`src/rtl/wb_arb_pkg.sv`:
```
// Shared types and defaults for the two-master Wishbone ROM arbiter.
// Grant states, master-select encoding and default bus geometry.
package wb_arb_pkg;

  localparam int unsigned AW_DEF      = 10;
  localparam int unsigned DW_DEF      = 32;
  localparam int unsigned TIMEOUT_DEF = 15;

  typedef enum logic [1:0] {
    IDLE = 2'd0,
    GNT0 = 2'd1,
    GNT1 = 2'd2
  } arb_state_e;

  typedef enum logic {
    SEL_M0 = 1'b0,
    SEL_M1 = 1'b1
  } msel_e;

  function automatic arb_state_e state_for(input msel_e m);
    return (m == SEL_M1) ? GNT1 : GNT0;
  endfunction

endpackage

```
`src/rtl/wb_rr_pick.sv`:
```
// Two-request round-robin picker: a tie goes to the master not served last.
module wb_rr_pick
  import wb_arb_pkg::*;
(
  input  logic [1:0] i_req,
  input  logic       i_last,
  output msel_e      o_winner,
  output logic       o_valid
);

  // Winner selection from the request pair and last-served master
  always_comb begin
    o_winner = SEL_M0;
    o_valid  = 1'b0;
    case (i_req)
      2'b01: begin
        o_winner = SEL_M0;
        o_valid  = 1'b1;
      end
      2'b10: begin
        o_winner = SEL_M1;
        o_valid  = 1'b1;
      end
      2'b11: begin
        o_winner = i_last ? SEL_M0 : SEL_M1;
        o_valid  = 1'b1;
      end
      default: begin
        o_winner = SEL_M0;
        o_valid  = 1'b0;
      end
    endcase
  end

endmodule

```
`src/rtl/wishbone_rom_arbiter.sv`:
```
// Two-master, one-slave Wishbone arbiter for the shared ROM: round-robin
// grant held for the bus cycle, with a per-transfer ack watchdog.
module wishbone_rom_arbiter
  import wb_arb_pkg::*;
#(
  parameter int unsigned AW      = AW_DEF,
  parameter int unsigned DW      = DW_DEF,
  parameter int unsigned TIMEOUT = TIMEOUT_DEF
) (
  input  logic          clk_i,
  input  logic          rst_i,
  input  logic          m0_cyc_i,
  input  logic          m0_stb_i,
  input  logic [3:0]    m0_sel_i,
  input  logic [AW-1:0] m0_addr_i,
  output logic [DW-1:0] m0_dat_o,
  output logic          m0_ack_o,
  output logic          m0_err_o,
  input  logic          m1_cyc_i,
  input  logic          m1_stb_i,
  input  logic [3:0]    m1_sel_i,
  input  logic [AW-1:0] m1_addr_i,
  output logic [DW-1:0] m1_dat_o,
  output logic          m1_ack_o,
  output logic          m1_err_o,
  output logic          s_cyc_o,
  output logic          s_stb_o,
  output logic [3:0]    s_sel_o,
  output logic [AW-1:0] s_addr_o,
  output logic [DW-1:0] s_dat_o,
  input  logic [DW-1:0] s_dat_i,
  input  logic          s_ack_i
);

  localparam logic [7:0] WD_LIMIT = 8'(TIMEOUT - 1);

  arb_state_e r_state;
  arb_state_e w_next_state;
  logic       r_last;
  logic       w_next_last;
  logic [7:0] r_wd;
  msel_e      w_pick;
  logic       w_pick_valid;
  logic       w_gnt0;
  logic       w_gnt1;
  logic       w_stb;
  logic       w_timeout;

  wb_rr_pick u_pick (
    .i_req    ({m1_cyc_i, m0_cyc_i}),
    .i_last   (r_last),
    .o_winner (w_pick),
    .o_valid  (w_pick_valid)
  );

  // Grant state and last-served master
  always_ff @(posedge clk_i) begin
    if (rst_i) begin
      r_state <= IDLE;
      r_last  <= 1'b1;
    end else begin
      r_state <= w_next_state;
      r_last  <= w_next_last;
    end
  end

  // Grant decisions; releases always pass through IDLE to swallow stray acks
  always_comb begin
    w_next_state = r_state;
    w_next_last  = r_last;
    case (r_state)
      IDLE: begin
        if (w_pick_valid) begin
          w_next_state = state_for(w_pick);
        end else begin
          w_next_state = IDLE;
        end
      end
      GNT0: begin
        if (m0_cyc_i) begin
          w_next_state = GNT0;
        end else begin
          w_next_state = IDLE;
          w_next_last  = 1'b0;
        end
      end
      GNT1: begin
        if (m1_cyc_i) begin
          w_next_state = GNT1;
        end else begin
          w_next_state = IDLE;
          w_next_last  = 1'b1;
        end
      end
      default: begin
        w_next_state = IDLE;
        w_next_last  = r_last;
      end
    endcase
  end

  // Grants are masked while reset is asserted so every output is quiet then
  assign w_gnt0 = (r_state == GNT0) && !rst_i;
  assign w_gnt1 = (r_state == GNT1) && !rst_i;

  // Forwarding muxes toward the slave and read-data return to the masters
  always_comb begin
    s_cyc_o  = 1'b0;
    w_stb    = 1'b0;
    s_sel_o  = 4'h0;
    s_addr_o = {AW{1'b0}};
    m0_dat_o = {DW{1'b0}};
    m1_dat_o = {DW{1'b0}};
    if (w_gnt0) begin
      s_cyc_o  = m0_cyc_i;
      w_stb    = m0_cyc_i & m0_stb_i;
      s_sel_o  = m0_sel_i;
      s_addr_o = m0_addr_i;
      m0_dat_o = s_dat_i;
    end else if (w_gnt1) begin
      s_cyc_o  = m1_cyc_i;
      w_stb    = m1_cyc_i & m1_stb_i;
      s_sel_o  = m1_sel_i;
      s_addr_o = m1_addr_i;
      m1_dat_o = s_dat_i;
    end else begin
      s_cyc_o  = 1'b0;
      w_stb    = 1'b0;
    end
  end

  assign s_stb_o   = w_stb;
  assign s_dat_o   = {DW{1'b0}};
  assign w_timeout = w_stb & ~s_ack_i & (r_wd == WD_LIMIT);
  assign m0_ack_o  = w_gnt0 & s_ack_i;
  assign m1_ack_o  = w_gnt1 & s_ack_i;
  assign m0_err_o  = w_gnt0 & w_timeout;
  assign m1_err_o  = w_gnt1 & w_timeout;

  // Watchdog: counts cycles of an unacknowledged strobe, restarts on expiry
  always_ff @(posedge clk_i) begin
    if (rst_i) begin
      r_wd <= 8'd0;
    end else if (!w_stb || s_ack_i || w_timeout) begin
      r_wd <= 8'd0;
    end else begin
      r_wd <= r_wd + 8'd1;
    end
  end

endmodule

```
`config.mk`:
```
export PLATFORM = sky130hd
export DESIGN_NAME = wishbone_rom_arbiter
export DESIGN_NICKNAME = d
export VERILOG_FILES = /design/src/rtl/wb_arb_pkg.sv /design/src/rtl/wb_rr_pick.sv /design/src/rtl/wishbone_rom_arbiter.sv
export SDC_FILE = /design/constraint.sdc
export NUM_CORES = 1
export LEC_CHECK = 0
export BUFFER_PORTS_ARGS = -buffer_cell sky130_fd_sc_hd__buf_4
export CAP_MARGIN = 10
export CORE_ASPECT_RATIO = 1.2
export CORE_MARGIN = 5
export CORE_UTILIZATION = 35
export CTS_CLUSTER_SIZE = 20
export DETAILED_ROUTE_END_ITERATION = 10
export PLACE_DENSITY = 0.87
export SLEW_MARGIN = 20
export SYNTH_ARGS = -nofsm -noshare
export SYNTH_HDL_FRONTEND = slang
export SYNTH_SLANG_ARGS = --single-unit
```
`constraint.sdc`:
```
create_clock -name clk_i -period 3.85 [get_ports clk_i]
set_input_delay 0.77 -clock clk_i [delete_from_list [all_inputs] [get_ports clk_i]]
set_output_delay 0.77 -clock clk_i [all_outputs]
set_load 0.02 [all_outputs]
```
## After elaboration in Yosys (flattened, before gate mapping)

Cells that the tools add are included.

| word-level totals | value |
|---|---|
| bits in registers | 11 |
| input bits | 67 |
| output and inout port bits | 116 |
| word-level logic and storage cells | 54 |

| cells by class | value |
|---|---|
| add/sub/neg operators | 1 |
| equal/unequal tests | 8 |
| muxes and demuxes | 22 |
| bitwise gates (word level) | 9 |
| reductions and logical operators | 11 |

Operators with widths:

| kind | count |
|---|---|
| $mux W32 | 3 |
| $mux W10 | 2 |
| $mux W1 | 9 |
| $add A8 B1 Y8 const B | 1 |
| $and A1 B1 Y1 | 8 |
| $eq A8 B4 Y1 const B | 1 |
| $mux W4 | 2 |
| $eq A2 B2 Y1 const B | 3 |
| $mux W2 | 3 |
| $pmux W2 S3 | 1 |
| $eq A2 B1 Y1 const B | 2 |
| $ne A2 B2 Y1 const B | 2 |
| $pmux W1 S2 | 2 |
| $reduce_and A3 Y1 | 1 |
| $reduce_or A3 Y1 | 1 |
| $logic_and A1 B1 Y1 | 2 |
| $logic_not A1 Y1 | 2 |
| $logic_not A2 Y1 | 1 |
| $logic_or A1 B1 Y1 | 2 |
| $reduce_bool A2 Y1 | 1 |
| $reduce_or A2 Y1 | 1 |
| $not A1 Y1 | 1 |

## Longest topological paths before layout

Gate-level depths: netlist of the first run.

| logic depth | value |
|---|---|
| depth in word-level cells | 8 |
| mapped depth | 4 |
| gate-level depth less buffers | 4 |

## Modules after synthesis

Synthesis of the first run repeated with hierarchy kept, for this count alone.

| second synthesis, totals | value |
|---|---|
| cell total of the unflattened synthesis | 187 |
| area total of the unflattened synthesis | 1415.1 µm² |

By module, submodules not included:

| module | times used | cells an instance | area each (µm²) | sequential area each (µm²) |
|---|---|---|---|---|
| wishbone_rom_arbiter | 1 | 185 | 1401.3 | 220.2 |
| wb_rr_pick | 1 | 2 | 13.8 | 0.0 |

## Least setup slack after synthesis of the first run

OpenSTA, ideal clock, no wires.

| timing | value |
|---|---|
| path type | input port to output port |
| start point | in rst_i |
| end point | out m1_err_o |
| arrival time | 1.934 ns |
| required time | 3.080 ns |
| setup slack | 1.146 ns |
| stages | 3 |
| path buffers | 1 |
| cells stage by stage | nor3b_4 buf_2 nor4b_1 |

| on the way | value |
|---|---|
| word-level cells in the longest chain between the ends | 7 |
| elaborated cells between the ends (all ways) | 8 |
| classes of those cells | mux: 2; bitwise: 3; reduce/logical: 3 |

Ends and longest elaborated chain:

| item | RTL line | RTL |
|---|---|---|
| from (decl) | wishbone_rom_arbiter.sv:11 | `input logic rst_i,` |
| $logic_not A1 Y1 (*) | wishbone_rom_arbiter.sv:103, wishbone_rom_arbiter.sv:104 |  |
| $logic_and A1 B1 Y1 | wishbone_rom_arbiter.sv:104 | `assign w_gnt1 = (r_state == GNT1) && !rst_i;` |
| $mux W1 | wishbone_rom_arbiter.sv:120 | `end else if (w_gnt1) begin` |
| $mux W1 | wishbone_rom_arbiter.sv:114 | `if (w_gnt0) begin` |
| $and A1 B1 Y1 (2 in a row) | wishbone_rom_arbiter.sv:134 | `assign w_timeout = w_stb & ~s_ack_i & (r_wd == WD_LIMIT);` |
| $and A1 B1 Y1 (*) | wishbone_rom_arbiter.sv:138 | `assign m1_err_o = w_gnt1 & w_timeout;` |
| to (decl) | wishbone_rom_arbiter.sv:25 | `output logic m1_err_o,` |

Mark *: on every way between the ends. The rest lies on a longest branch, timed or not.

## Final worst setup path of the first run

| timing | value |
|---|---|
| start point | in m0_cyc_i |
| end point | out s_stb_o |

| on the way | value |
|---|---|
| word-level cells in the longest chain between the ends | 2 |

Ends and longest elaborated chain:

| item | RTL line | RTL |
|---|---|---|
| from (decl) | wishbone_rom_arbiter.sv:12 | `input logic m0_cyc_i,` |
| $and A1 B1 Y1 | wishbone_rom_arbiter.sv:116 | `w_stb = m0_cyc_i & m0_stb_i;` |
| $mux W1 | wishbone_rom_arbiter.sv:114 |  |
| to (decl) | wishbone_rom_arbiter.sv:27 | `output logic s_stb_o,` |

No other way between the ends.

==> results.yml, run 1 <==
run_status:
  outcome: "completed"
yosys:
  synth_top_cells_by_area: "sky130_fd_sc_hd__and2_1, sky130_fd_sc_hd__buf_4, sky130_fd_sc_hd__dfxtp_1, sky130_fd_sc_hd__a22o_1, sky130_fd_sc_hd__nor3_2"
  yosys.area.top_type: "sky130_fd_sc_hd__and2_1"
  proportion_of_synthesized_chip_area_in_sequential_cells_pct: 15.2
  syn_inst: 183
  synth_area_um2: 1450
  syn_avg_cell_area_um2: 7.91
  yosys_register_bits: 11
  synth-edff-count: 0
  netlist.area_leader.share_pct: 29.0
  synth-async-reset-ratio_pct: 0
  synth-main-ff-cell: "sky130_fd_sc_hd__dfxtp_1"
  yosysWarningCount: 0
  yosys.cell_types.count: 33
final_layout:
  layout.nets: 398
  register_area_um2: 220
  fill_cells: 366
  post_route_cells_drive_above_1_share_pct: 51.2
  total_inserted_antenna_cells: 0
  area_delta_synth_final_pct: 75.1
  layout.cells.most_common_list: "sky130_fd_sc_hd__buf_4, sky130_fd_sc_hd__and2_1, sky130_fd_sc_hd__conb_1"
  final_common_cell: "sky130_fd_sc_hd__buf_4"
  final_core_util_pct: 63.8
  multiInputGateArea_um2: 1040
clock_tree:
  numCtsBuffers: 3
  cts_max_path_buffers: 2
  path_clk_slew_ns: 0.05
  tritoncts: "yes"
  ctsHoldBuffers: 0
  cts.root.buffer_cell: "sky130_fd_sc_hd__clkbuf_8"
  clock-sinks: 11
  cts-resized-gates: 0
  cts.repair_timing.setup_buffer_count: 0
  h-tree-depth: 1
  clk-insertion-delay-late_ns: 0.23
global_route:
  grt_first_pass_wirelength_mm: 7.40
  grt_start_max_net_pins: 50
  grt_antenna_before_repair: 0
  grtUsageTotal_pct: 16.8
  via_count_of_the_first_global_routing_pass: 1543
  grt.overflow.total: 0
timing:
  maxClockFrequency_mhz: 332
  timing.final.setup_violations: 0
  post-route-period-util_pct: 78.3
  maxSlewHeadroom_pct: 38.0
  final_period_minus_worst_setup_slack_ns: 3.01
  skew_ns: 0.00277
  final.setup.tns_ns: 0
  rsz0062_at_grt: "no"
  worstMarginPinSlew_ns: 0.931
  final_hold_viol_count: 0
  timing_max_transition_violations_final: 0
route:
  drc: 0
  detailedRoute.firstIterationViolations: 47
  via_count: 1682
  drtPass1Iterations: 4
  detail_route.wl_per_cell_um: 14.4
  post_drt_via_cell_ratio: 4.40
  route.final.wire_length_mm: 5.49
  final_ant_viol_nets: 0
worst_setup_path:
  cp_max_fo: 7
  worst_r2r_startpoint: "r_state[1]"
  endpoint_kind: "primary output"
  timing_worst_setup_path_type: "in -> out"
  worstPathRequired_ns: 3.08
  critical_path_origin: "m0_cyc_i"
  setup.worst_path.start_class: "primary input"
  timing.critical_path.arrival_ns: 2.24
die:
  die_height_um: 80.5
  placeableCoreArea_um2: 3970
  floorplan.io_pins: 183
  total_die_area_um2: 5530
  floorplan.die.width_um: 68.7
  initial_core_utilization_pct: 36.4
  row_count: 25
worst_hold_path:
  hold_path.class: "reg -> reg"
  min_from: "r_wd[7]"
placed_design:
  dp_hpwl_mm: 4.73
  gp_routability_congestion: 0.739
  port_buffers: 150
job:
  maxCapViolations: 0
power_and_ir_drop:
  total_leakage_power_nw: 1.34
  powerDensity_nw_per_um2: 165
  vdd_drop_max_mv: 0.280
==> critical path: stages <==
cell	delay, ns
sky130_fd_sc_hd__buf_4	0.12
sky130_fd_sc_hd__nor3b_1	0.14
sky130_fd_sc_hd__a32oi_1	0.72
sky130_fd_sc_hd__buf_4	0.29
sky130_fd_sc_hd__inv_1	0.05
sky130_fd_sc_hd__buf_4	0.15
==> worst paths after layout <==
kind	endpoint	slack, ns	cells past startpoint
worst max-delay path	s_stb_o	0.84	6
worst min-delay path	r_wd[7]	0.52	2
worst max register to register	r_wd[5]	2.13	4
worst min register to register	r_wd[7]	0.52	2
==> layer usage <==
layer	GRT usage, %	part of all wire, %	wire length, um	vias to the layer above
li1	-	-	-	839
met1	16.3	31	1730	741
met2	33.8	55	3030	96
met3	4.20	12	671	6
met4	3.70	0.98	54	0
met5	0	0	0	-
==> synth_stat cells, types with 3 or more instances <==
library cell	count
sky130_fd_sc_hd__a22o_1	15
sky130_fd_sc_hd__a211oi_2	3
sky130_fd_sc_hd__or3_1	3
sky130_fd_sc_hd__buf_4	33
sky130_fd_sc_hd__clkbuf_1	6
sky130_fd_sc_hd__dfxtp_1	11
sky130_fd_sc_hd__and2_1	67
sky130_fd_sc_hd__nor3_2	5
sky130_fd_sc_hd__buf_2	3
sky130_fd_sc_hd__inv_1	4
sky130_fd_sc_hd__nand3_1	5
sky130_fd_sc_hd__o21ai_0	4
==> cell families (layout without fill, tap and decap cells) <==
group                    after synthesis  after routing  synth area share [%]
flip-flops                            11             11                  15.2
XOR/XNOR                               3              3                  1.82
AND/OR/NAND/NOR                       91             91                  42.9
adder cells (fa/ha/maj)                2              2                  1.73
other                                  1             32                 0.259
AO/OA/AOI/OAI                         28             28                  16.6
buffers and inverters                 47            161                  21.5
==> power by group <==
part / total, mW / internal (mW) / switching (mW)
logic: 0.188 / 0.0876 / 0.101
clock network: 0.111 / 0.0723 / 0.0390
registers: 0.119 / 0.116 / 0.00307
==> layout make-up <==
cell class	instances	share of cell area, %
repair buffers	153	45.3
multi-input cells	156	41.0
flip-flops and latches	11	8.69
well taps	54	2.67
clock buffers	4	1.78
inverters	4	0.592
==> registers in the layout, indices dropped and copies added (netlist names) <==
signal   count
r_wd         8
r_last       1
r_state      2
==> per-stage QoR <==
stage               power (mW)  instance area (um2)  worst slack (ns)  hold WS [ns]  std cells
CTS                      0.423                 2530             0.833         0.526        382
detailed placement       0.309                 2490             0.837         0.515        378
global route             0.441                 2530             0.727         0.534        382
floorplan                0.237                 1560              1.15         0.455        214
global placement         0.306                 2490             0.895         0.502        378
finish                   0.419                 2530             0.835         0.522        382
Power figures use the tool's default switching activity.
==> run 2: changes to the inputs <==
- CORE_UTILIZATION: 35 -> 29
- PLACE_DENSITY: 0.87 -> 0.77
- clock period: 3.85 -> 2.65 ns (I/O delays scaled with it)
==> run 2 against run 1 <==
Effect of this change: hold slack worse by 0.026 ns; largest cell class unchanged; count of clock-buffer cells in the layout stayed put; power increased by 46%; core utilization fell by 12 points; clock skew grew 0.0020 ns; cell area increased by 0.89%; sequential share of layout area is 0.076 points lower; worst setup slack worse by 0.39 ns; flip-flop and latch count is the same; cell count is 2.1% higher; register-to-register slack worse by 0.90 ns.
==> results.yml, run 2 (synthesis gave the netlist of run 1 again) <==
clock_tree:
  cts-resized-gates: 0
  cts.root.buffer_cell: "sky130_fd_sc_hd__clkbuf_8"
  clock-sinks: 11
  cts.repair_timing.setup_buffer_count: 0
  path_clk_slew_ns: 0.05
  tritoncts: "yes"
  h-tree-depth: 1
  clk-insertion-delay-late_ns: 0.24
  numCtsBuffers: 3
  ctsHoldBuffers: 0
  cts_max_path_buffers: 2
final_layout:
  largest-register: "r_wd"
  largest_reg_flops: 8
  total_inserted_antenna_cells: 0
  layout.nets: 400
  post_route_cells_drive_above_1_share_pct: 51.5
  top_regs: "r_wd (8), r_state (2), r_last (1)"
  area_delta_synth_final_pct: 76.7
  layout.cells.most_common_list: "sky130_fd_sc_hd__buf_4, sky130_fd_sc_hd__and2_1, sky130_fd_sc_hd__conb_1"
  final_common_cell: "sky130_fd_sc_hd__buf_4"
timing:
  timing.final.setup_violations: 0
  skew_ns: 0.00481
  final_hold_viol_count: 0
  fin_ws_ns: 0.444
  rsz0062_at_grt: "no"
  final.setup.tns_ns: 0
  maxClockFrequency_mhz: 453
  post-route-period-util_pct: 83.2
  final_period_minus_worst_setup_slack_ns: 2.21
  timing_max_transition_violations_final: 0
power_and_ir_drop:
  total_leakage_power_nw: 1.35
  power.clock.fraction_pct: 27.1
  power.share.combinational_pct: 44.7
  total_switching_power_uw: 209
  part_of_the_total_power_dissipated_in_sequential_elements_pct: 28.2
  internal_power_uw: 403
  vdd_drop_max_mv: 0.265
  power.share.switching_pct: 34.1
  powerDensity_nw_per_um2: 239
placed_design:
  port_buffers: 150
  dp_hpwl_mm: 4.41
  gp_routability_congestion: 0.761
  dp_worst_setup_slack_ns: 0.442
global_route:
  gr-usage-met2_pct: 25.5
  global_route.usage.met3_pct: 4.62
  via_count_of_the_first_global_routing_pass: 1502
  grt_start_max_net_pins: 33
  gr-usage-met1_pct: 13.6
  grt_first_pass_wirelength_mm: 7.07
  grtUsageTotal_pct: 13.5
  grt_busiest_layer: "met2"
  grt_antenna_before_repair: 0
  grt.overflow.total: 0
die:
  floorplan.die.width_um: 74.5
  total_die_area_um2: 6510
  row_count: 28
  placeableCoreArea_um2: 4900
  initial_core_utilization_pct: 29.5
  floorplan.io_pins: 183
  die_height_um: 87.4
worst_setup_path:
  crit_path_end: "m1_err_o"
  cp_max_fo: 5
  critical_path_origin: "r_state[1]"
  timing.critical_path.arrival_ns: 1.68
  endpoint_kind: "primary output"
  worstPathRequired_ns: 2.12
  setup.worst_path.start_class: "flip-flop"
  crit-reg2reg-capture: "r_wd[6]"
  timing_worst_setup_path_type: "reg -> out"
  worst_r2r_startpoint: "r_state[1]"
  r2r_slack_ns: 1.23
  path_depth_of_the_worst_reg2reg_path: 4
route:
  detailedRoute.firstIterationViolations: 24
  final_ant_viol_nets: 0
  drtPass1Iterations: 4
  detail_route.wl_per_cell_um: 13.1
  via_count: 1669
  route.final.wire_length_mm: 5.09
  post_drt_via_cell_ratio: 4.28
  drc: 0
worst_hold_path:
  hold_path.class: "reg -> reg"
  min_from: "r_last"
run_status:
  outcome: "completed"
job:
  maxCapViolations: 0
## run 2: critical path, cell delays in order (launching register included)
cell                      delay [ns]
sky130_fd_sc_hd__dfxtp_1        0.44
sky130_fd_sc_hd__nor3b_4        0.25
sky130_fd_sc_hd__a32oi_1        0.22
sky130_fd_sc_hd__nor4b_1        0.34
sky130_fd_sc_hd__buf_4          0.20
## run 2: per-stage QoR
| step | hold WS [ns] | power [mW] | utilization, % | cell area [um2] | instances |
|---|---|---|---|---|---|
| 2_1_floorplan | 0.455 | 0.344 | - | 1560 | 214 |
| 3_3_place_gp | 0.472 | 0.446 | 51.2 | 2510 | 386 |
| 3_5_place_dp | 0.494 | 0.449 | 51.2 | 2510 | 386 |
| 4_1_cts | 0.495 | 0.619 | 52.1 | 2560 | 390 |
| 5_1_grt | 0.527 | 0.650 | 52.1 | 2560 | 390 |
| 6_report | 0.496 | 0.611 | 52.1 | 2560 | 390 |
## run 2: cell type report
cell class                 instances  area [um2]
multi-input combinational        156        1040
clock buffer                       4        45.0
tap                               60        75.1
timing repair buffer             155        1160
inverter                           4        15.0
fill                             485        2350
sequential                        11         220
## run 2: power by group through the flow
stage                     Sequential, mW  Clock (mW)  Combinational (mW)
after global routing               0.173       0.184               0.293
after CTS                          0.173       0.172               0.274
after global placement             0.176           0               0.270
after floorplan                    0.175           0               0.170
final                              0.173       0.166               0.273
after detailed placement           0.176           0               0.273
## run 2: how the worst min path moves through the flow
stage | to | depth (start not counted)
floorplan | r_state[1] | 1
global placement | r_state[1] | 1
detailed placement | r_state[1] | 1
CTS | r_state[1] | 1
global route | r_state[1] | 2
finish | r_state[1] | 1
## run 2: layer usage
layer  vias to the layer above  wire [um]  share of wire [%]
met4                         0         57                1.1
met2                        90       2720                 53
met1                       729       1610                 32
li1                        843          -                  -
met3                         7        709                 14
met5                         -          0                  0
